**src/rtl/code_readback.sv**
```systemverilog
// Program-RAM readback: pulls single code words into byte registers or scans the whole RAM into a checksum.
// Define READBACK_CRC_EN to replace the modular-sum checksum with CRC-16-CCITT.
module code_readback #(
  parameter int unsigned ADDR_W        = 7,
  parameter logic [7:0]  CMD_NOP       = 8'd0,
  parameter logic [7:0]  CMD_INIT_RD   = 8'd5,
  parameter logic [7:0]  CMD_PULL_CODE = 8'd6,
  parameter logic [7:0]  CMD_CHECKSUM  = 8'd7
) (
  input  logic              mclk,
  input  logic              reset,
  input  logic [7:0]        cmd,
  output logic              re,
  output logic [ADDR_W-1:0] raddr,
  input  logic [31:0]       rdata,
  output logic [7:0]        rd_b0,
  output logic [7:0]        rd_b1,
  output logic [7:0]        rd_b2,
  output logic [7:0]        rd_b3,
  output logic [15:0]       csum,
  output logic              busy,
  output logic              done
);

  typedef enum logic [2:0] {
    IDLE,
    RD_WAIT,
    SUM_RUN,
    SUM_DRAIN,
    WAIT_CLEAR
  } state_t;

`ifdef READBACK_CRC_EN
  localparam logic [15:0] SEED = 16'hFFFF;

  // Bit-serial CRC over all 32 bits MSB first equals byte-wise processing, MSB byte first.
  function automatic logic [15:0] fold(input logic [15:0] acc_in, input logic [31:0] w);
    logic [15:0] c;
    c = acc_in;
    for (int unsigned i = 0; i < 32; i++) begin
      if (c[15] ^ w[31-i])
        c = {c[14:0], 1'b0} ^ 16'h1021;
      else
        c = {c[14:0], 1'b0};
    end
    return c;
  endfunction
`else
  localparam logic [15:0] SEED = 16'h0000;

  function automatic logic [15:0] fold(input logic [15:0] acc_in, input logic [31:0] w);
    return acc_in + w[31:16] + w[15:0];
  endfunction
`endif

  state_t            state;
  logic [ADDR_W-1:0] rptr;
  logic [15:0]       acc;
  logic              last_pull;

  always_ff @(posedge mclk) begin
    if (reset) begin
      state     <= IDLE;
      re        <= 1'b0;
      raddr     <= '0;
      rptr      <= '0;
      acc       <= SEED;
      last_pull <= 1'b0;
      rd_b0     <= '0;
      rd_b1     <= '0;
      rd_b2     <= '0;
      rd_b3     <= '0;
      csum      <= '0;
      busy      <= 1'b0;
      done      <= 1'b0;
    end else begin
      case (state)
        IDLE: begin
          case (cmd)
            CMD_INIT_RD: begin
              rptr      <= '0;
              last_pull <= 1'b0;
              done      <= 1'b1;
              state     <= WAIT_CLEAR;
            end
            CMD_PULL_CODE: begin
              re        <= 1'b1;
              raddr     <= rptr;
              busy      <= 1'b1;
              last_pull <= 1'b1;
              state     <= RD_WAIT;
            end
            CMD_CHECKSUM: begin
              re        <= 1'b1;
              raddr     <= '0;
              acc       <= SEED;
              busy      <= 1'b1;
              last_pull <= 1'b0;
              state     <= SUM_RUN;
            end
            default: ;
          endcase
        end

        // First cycle drops re; rdata is valid on the following cycle (re already low).
        RD_WAIT: begin
          if (re) begin
            re <= 1'b0;
          end else begin
            rd_b0 <= rdata[31:24];
            rd_b1 <= rdata[23:16];
            rd_b2 <= rdata[15:8];
            rd_b3 <= rdata[7:0];
            busy  <= 1'b0;
            done  <= 1'b1;
            state <= WAIT_CLEAR;
          end
        end

        // raddr==0 only on the first scan cycle, when no read data is available yet.
        SUM_RUN: begin
          if (raddr != '0)
            acc <= fold(acc, rdata);
          if (raddr == '1) begin
            re    <= 1'b0;
            state <= SUM_DRAIN;
          end else begin
            raddr <= raddr + ADDR_W'(1);
          end
        end

        SUM_DRAIN: begin
          csum  <= fold(acc, rdata);
          busy  <= 1'b0;
          done  <= 1'b1;
          state <= WAIT_CLEAR;
        end

        WAIT_CLEAR: begin
          if (cmd == CMD_NOP) begin
            done      <= 1'b0;
            last_pull <= 1'b0;
            if (last_pull)
              rptr <= rptr + ADDR_W'(1);
            state <= IDLE;
          end
        end

        default: state <= IDLE;
      endcase
    end
  end

endmodule

```
**config.mk**
```make
export PLATFORM = sky130hd
export DESIGN_NAME = code_readback
export DESIGN_NICKNAME = d
export VERILOG_FILES = /design/src/rtl/code_readback.sv
export SDC_FILE = /design/constraint.sdc
export NUM_CORES = 1
export LEC_CHECK = 0
export BUFFER_PORTS_ARGS = -buffer_cell sky130_fd_sc_hd__buf_2
export CAP_MARGIN = 20
export CELL_PAD_IN_SITES_DETAIL_PLACEMENT = 1
export CELL_PAD_IN_SITES_GLOBAL_PLACEMENT = 1
export CORE_UTILIZATION = 40
export CTS_CLUSTER_DIAMETER = 120
export CTS_CLUSTER_SIZE = 16
export DETAILED_ROUTE_END_ITERATION = 16
export PLACE_DENSITY = 0.91
export SYNTH_ARGS = -nofsm -noshare
export SYNTH_HDL_FRONTEND = slang
export SYNTH_SLANG_ARGS = --single-unit
export TNS_END_PERCENT = 5
```
**constraint.sdc**
```tcl
create_clock -name mclk -period 2.8 [get_ports mclk]
set_input_delay 0.14 -clock mclk [delete_from_list [all_inputs] [get_ports mclk]]
set_output_delay 0.14 -clock mclk [all_outputs]
set_load 0.03 [all_outputs]
```
# Word level (Yosys, flattened, before mapping)
# Index checks and enable logic that the tools add are counted.
# op_classes
addsub	4
eq_ne	20
reduce_logical	19
bitwise	1
mux	26
# ops
cell	count
$pmux 7 s2	3
$add 16x16->16	2
$mux 16	2
$pmux 16 s2	1
$mux 7	4
$eq 8x3->1 const B	3
$pmux 3 s5	1
$reduce_and 3->1	5
$add 7x1->7 const B	2
$ne 2x2->1 const B	7
$reduce_and 4->1	3
$mux 3	3
$pmux 3 s3	1
$logic_not 8->1	1
$eq 7x7->1 const B	1
$reduce_bool 7->1	1
$eq 3x2->1 const B	2
$mux 1	6
$pmux 1 s3	2
$reduce_bool 3->1	2
$ne 2x1->1 const B	2
$ne 4x1->1 const B	1
$pmux 1 s2	2
$pmux 1 s4	1
10 further kinds	12
# word_totals
word_cells	83
reg_bits	85
in_bits	42
out_inout_bits	58

# Logic depth before layout (Yosys ltp)
# Gate-level depths: netlist of the first run.
# depth
ltp_word	4
depth_mapped	12
depth_no_buf	12

# Worst setup path before layout of the first run
# No wires, ideal clock.
# synth_path
path_type	register to register
from	register acc[1]
to	register csum[13]
path_stages_with_launch	11
t_required_ps	2678
slack_ps	232
period_less_slack_ps	2568
t_arrival_ps	2446
setup_ps	122
n_path_buf	0
path_cell_list	dfxtp_1 -> fa_1 -> ha_1 -> inv_1 -> fa_1 -> nand2b_1 -> a21o_1 -> a31o_2 -> a31oi_1 -> nor4b_1 -> a311o_1
# synth_between
elab_chain_len	2
# synth_rtl
element	line	text
from (decl)	58	logic [15:0] acc;
from (signal assigned)	123	acc <= fold(acc, rdata);
$add 16x16->16 (2 in series)	52	return acc_in + w[31:16] + w[15:0];
to (signal assigned)	133	csum <= fold(acc, rdata);
to (decl)	20	output logic [15:0] csum,
# No other way between the ends.
# A chain may end at the register's enable or synchronous reset.

# Worst setup path after layout of the first run
# Same ends and word-level chain as after synthesis.

==> out/qor.yml, run 1 <==
timing:
  relSlewSlack_pct: 41.5
  post-route-period-util_pct: 97.7
  setup_viol: 0
  fin_crit_ns: 2.74
  finalMaxSlewViolations: 0
  fmax_mhz: 365
  tightestPinTransition_ns: 0.878
  finClkSkew_ns: 0.0119
  rsz0062_at_grt: "true"
  hold_viol_final: 0
status:
  outcome: "finished, final reports clean"
critical_path:
  crit_required_ns: 3.06
  endpoint_kind: "flip-flop"
  worst-path-buf-inv: 1
  crit_type: "flip-flop to flip-flop"
  cp_data_arrival_time_ns: 3.00
  cpLargestDelayFamily: "adder cells"
  max_stage_delay_ns: 0.50
  worst_setup_path_start_kind: "flip-flop"
  crit_chain: "fa_1 > ha_2 > inv_1 > fa_2 > nand2b_4 > a21o_1 > a31o_4 > a31oi_4 > nor4b_1 > a311o_1"
  cp_slowest_cell: "fa_1"
  crit_fanout: 4
global_route:
  grtUsageTotal_pct: 24.3
  grt-ovfl-total: 0
  antenna_found_initial: 0
  grt_pass1_vias: 4579
  grt_max_degree: 46
  grt_pass1_wl_um: 22100
pwr:
  leakage_nw: 2.17
  finalPower_mw: 2.66
  p_per_area_nw_per_um2: 491
  ir_worst_vdd_uv: 294
floorplan:
  die-area_um2: 11600
  start_util_pct: 41.2
  die_h_um: 108
  coreArea_um2: 10800
  die_w_um: 108
  ios: 100
  rows: 38
logic_synthesis:
  ys_seq_elements: 85
  async_flop_share_pct: 0
  yosys-top-cells-area: "dfxtp_1, nand2_1, a21oi_1"
  yosysWarnings: 0
  synth-edff-count: 0
  ys.flop_type: "dfxtp_1"
  netlist_area_um2: 4470
  synth.distinct_cells: 58
  synth_nets: 611
  yosysTopAreaCell: "dfxtp_1"
  synth_seq_area_share_pct: 38.1
  netlist.area_leader.share_pct: 38.1
  postSynthCellCount: 536
  avgSynthCellArea_um2: 8.34
drt:
  drt-initial-drc-count: 201
  ant_nets: 0
  viasPerCell: 5.69
  firstDrtPassIters: 4
  routedWlPerCell_um: 17.7
  drc_errors: 0
  num_vias: 4418
  routed_wl_um: 13700
clock_network:
  insertion_delay_ns: 0.37
  cts_max_level: 3
  clk_pin_slew_ns: 0.09
  ctsRootBufferMaster: "clkbuf_8"
  cts_tree: "built"
  cts_sinks: 85
  cts_max_path_buffers: 2
  ctsHoldBuffers: 0
  numCtsBuffers: 9
cells_and_area:
  antenna_cells: 0
  syn2layout_area_growth_pct: 21.3
  stdcell_area_um2: 5420
  layout_common_cells: "nand2_1, buf_2, dfxtp_1"
  final_common_cell: "nand2_1"
  final_nets: 707
  fillers: 1335
  drive_gt1_share_pct: 23.2
placement:
  gp_congestion: 0.879
  dp_hpwl_um: 9960
  placed_area_um2: 5120
  port_buffers: 99
flow_run:
  maxCapViolCount: 0
min_path:
  hold_path_class: "primary input to flip-flop"
flip-flops by register name, summed over array words and instances, names as in the netlist:
register	flops
csum	16
last_pull	1
busy	1
raddr	7
rd_b1	8
acc	16
re	1
done	1
state	3
rd_b3	8
rd_b0	8
rd_b2	8
rptr	7
synth_stat cells (all sizes together) (6+ instances only):
cell and instances:
inv 19, xor2 6, o21ai 16, fa 16
nor3 15, ha 17, nor2 35, nand4 8
nand3 11, a21oi 72, clkbuf 24, nand2 101
a211oi 10, xnor2 14, dfxtp 85, a22oi 8
per-stage QoR:
stage	hold slack (ns)	worst slack (ns)	cells	utilization, %	TNS, ns
finish	0.0294	0.0639	777	50.0	0
global route	0.0399	-0.0123	777	50.0	-0.0123
CTS	0.0138	0.00545	776	49.5	0
detailed placement	0.411	0.0206	760	47.2	0
global placement	0.394	0.0873	760	47.2	0
floorplan	0.276	0.232	536	-	0
worst paths after layout:
path	from	endpoint	slack, ns	depth (start not counted)
min	rdata[0]	rd_b3[0]	0.03	3
max	acc[1]	csum[13]	0.06	10
min reg2reg	rd_b1[4]	rd_b1[4]	0.46	2
max reg2reg	acc[1]	csum[13]	0.06	10
repair_timing:
item	CTS	global route
cloned	0	0
setup buffers	0	1
gates resized for setup	1	10
endpoints found under the setup margin	2	4
pin swaps	0	4
metal layers:
layer,GRT usage (%),routed length (µm),vias to the layer above
met2,43.7,7010,124
met5,0,0,-
met3,3.09,591,25
li1,-,-,2073
met1,29.1,5840,2196
met4,9.98,285,0
worst reg2reg max path, delay by kind of cell, from the launching register on:
kind | cells | cell delay (ns)
flops | 1 | 0.34
simple gates | 2 | 0.23
buf+inv | 1 | 0.05
fa+ha+maj | 3 | 1.03
compound gates | 4 | 0.98
power by group:
part / switching, mW / internal [mW] / total (mW)
clock network: 0.462 / 0.593 / 1.06
logic: 0.236 / 0.155 / 0.391
registers: 0.00316 / 1.21 / 1.21
logic make-up (layout without fill, tap and decap cells):
family / after synthesis / in the layout / synth area share (%)
adder cells (fa/ha/maj): 33 / 33 / 11.9
AO/OA/AOI/OAI: 152 / 152 / 21.4
flip-flops: 85 / 85 / 38.1
AND/OR/NAND/NOR: 196 / 196 / 19.8
buffers and inverters: 49 / 150 / 4.59
multiplexers: 1 / 1 / 0.224
XOR/XNOR: 20 / 20 / 3.92
area by class of cell:
type	count	area [µm²]	area share, %
clock buffers	10	128	2.36
clock inverters	6	111	2.05
inverters	20	75.1	1.39
multi-input cells	402	2620	48.3
flip-flops and latches	85	1700	31.4
well taps	140	175	3.23
repair buffers	114	608	11.2
(Power assumes the default switching activity.)
==> inputs of run 2 (changes only) <==
--- a/config.mk
+++ b/config.mk
@@ -14,6 +14,7 @@
 export CTS_CLUSTER_SIZE = 16
 export DETAILED_ROUTE_END_ITERATION = 16
 export PLACE_DENSITY = 0.91
+export SETUP_SLACK_MARGIN = 0.1
 export SYNTH_ARGS = -nofsm -noshare
 export SYNTH_HDL_FRONTEND = slang
 export SYNTH_SLANG_ARGS = --single-unit
==> run 2 against run 1 <==
Net effect: sequential share of layout area barely moved; design area about the same; worst hold slack got worse by 0.0019 ns; critical path depth is the same; cell count stayed put; via count down 0.63%; flip-flop and latch count unchanged; largest cell class unchanged; critical endpoint unchanged; die area unchanged; power is essentially flat; global-route usage is 0.31 points higher.
==> out/qor.yml, run 2 (same netlist as run 1, synthesis figures left out) <==
timing:
  setup_viol: 0
  rsz0062_at_grt: "true"
  finClkSkew_ns: 0.0117
  tightestPinTransition_ns: 0.867
  relSlewSlack_pct: 42.2
  tns_ns: 0
  hold_viol_final: 0
  fin_crit_ns: 2.71
  post-route-period-util_pct: 96.8
  fmax_mhz: 369
  finalMaxSlewViolations: 0
  layout_setup_ws_ns: 0.0898
floorplan:
  rows: 38
  die-area_um2: 11600
  ios: 100
  die_h_um: 108
  coreArea_um2: 10800
  die_w_um: 108
  start_util_pct: 41.2
pwr:
  ir_worst_vdd_uv: 302
  leakage_nw: 2.16
  p_per_area_nw_per_um2: 491
  power_frac_clock_pct: 39.7
  power_frac_seq_pct: 45.6
  p_comb_share_pct: 14.7
  power.switching_uw: 703
  p_int_mw: 1.96
  switching_share_pct: 26.4
critical_path:
  cp_slowest_cell: "fa_1"
  crit_required_ns: 3.06
  crit_fanout: 4
  max_stage_delay_ns: 0.50
  cp_data_arrival_time_ns: 2.97
  crit_type: "flip-flop to flip-flop"
  worst_setup_path_start_kind: "flip-flop"
  r2r_start: "acc[1]"
  crit_start: "acc[1]"
  crit_chain: "fa_1 > ha_2 > inv_1 > fa_2 > nand2b_4 > a21o_1 > a31o_4 > a31oi_4 > nor4b_1 > a311o_1"
  endpoint_kind: "flip-flop"
clock_network:
  ctsRootBufferMaster: "clkbuf_8"
  clk_pin_slew_ns: 0.09
  cts_tree: "built"
  ctsHoldBuffers: 0
  cts_max_level: 3
  cts_max_path_buffers: 2
  insertion_delay_ns: 0.37
  numCtsBuffers: 9
  cts_sinks: 85
drt:
  viasPerCell: 5.65
  drc_errors: 0
  firstDrtPassIters: 4
  drt-initial-drc-count: 233
  routedWlPerCell_um: 17.9
  routed_wl_um: 13900
  ant_nets: 0
  num_vias: 4390
global_route:
  grt_pass1_vias: 4592
  grt-ovfl-total: 0
  grt_pass1_wl_um: 22400
  grtUsageTotal_pct: 24.6
  grt_max_degree: 46
  antenna_found_initial: 0
cells_and_area:
  syn2layout_area_growth_pct: 21.3
  final_common_cell: "nand2_1"
  drive_gt1_share_pct: 23.1
  final_nets: 707
  reg_top3: "acc: 16 flops, csum: 16 flops"
  antenna_cells: 0
  layout_common_cells: "nand2_1, buf_2, dfxtp_1"
placement:
  gp_congestion: 0.879
  dp_hpwl_um: 9960
  port_buffers: 99
  dp_slack_ns: 0.0206
status:
  outcome: "finished, final reports clean"
flow_run:
  maxCapViolCount: 0
min_path:
  hp-start: "rdata[0]"
  hold_path_class: "primary input to flip-flop"
run 2: cell counts in the layout (fill, tap and decap cells not counted):
Identical to the previous run, type by type.
run 2: repair_timing:
action | 4_1_cts | 5_1_grt
gates resized for setup | 7 | 3
pin swaps | 1 | 4
buffers inserted | 0 | 1
setup endpoints to repair | 4 | 7
run 2: worst paths after layout:
check / cells after the start / slack, ns / to
worst min register to register: 2 / 0.46 / rd_b1[4]
worst min-delay path: 3 / 0.03 / rd_b3[0]
worst max register to register: 10 / 0.09 / csum[13]
worst max-delay path: 10 / 0.09 / csum[13]
run 2: critical path: cells and delay by family, from the launching register on:
family	cells	cell delay [ns]
flops	1	0.34
simple gates	2	0.23
buf+inv	1	0.05
compound gates	4	0.94
fa+ha+maj	3	1.03
run 2: metal layers:
layer | GRT usage [%] | part of all wire, % | vias to the layer above
met5 | 0 | 0 | -
met4 | 10.2 | 2.1 | 0
met3 | 3.03 | 4.0 | 23
met2 | 44.0 | 51 | 119
met1 | 29.7 | 43 | 2180
li1 | - | - | 2068
run 2: cell type report:
type	instances	area, µm²
clock buffers	10	128
fillers	1339	5420
multi-input cells	402	2620
inverters	20	75.1
repair buffers	114	608
well taps	140	175
clock inverters	6	111
flip-flops and latches	85	1700
run 2: power by group through the flow:
| stage | Sequential, mW | Clock, mW | Combinational, mW |
|---|---|---|---|
| finish | 1.21 | 1.06 | 0.391 |
| global route | 1.21 | 1.11 | 0.428 |
| CTS | 1.21 | 1.08 | 0.379 |
| detailed placement | 1.24 | 0 | 0.362 |
| global placement | 1.24 | 0 | 0.341 |
| floorplan | 1.24 | 0 | 0.237 |
run 2: stage by stage:
step	total power [mW]	std cells	util [%]	area (µm²)	hold WS, ns
2_1_floorplan	1.48	536	-	4470	0.276
3_3_place_gp	1.58	760	47.2	5120	0.394
3_5_place_dp	1.60	760	47.2	5120	0.411
4_1_cts	2.67	776	49.8	5400	0.0138
5_1_grt	2.75	777	50.0	5420	0.0399
6_report	2.66	777	50.0	5420	0.0275
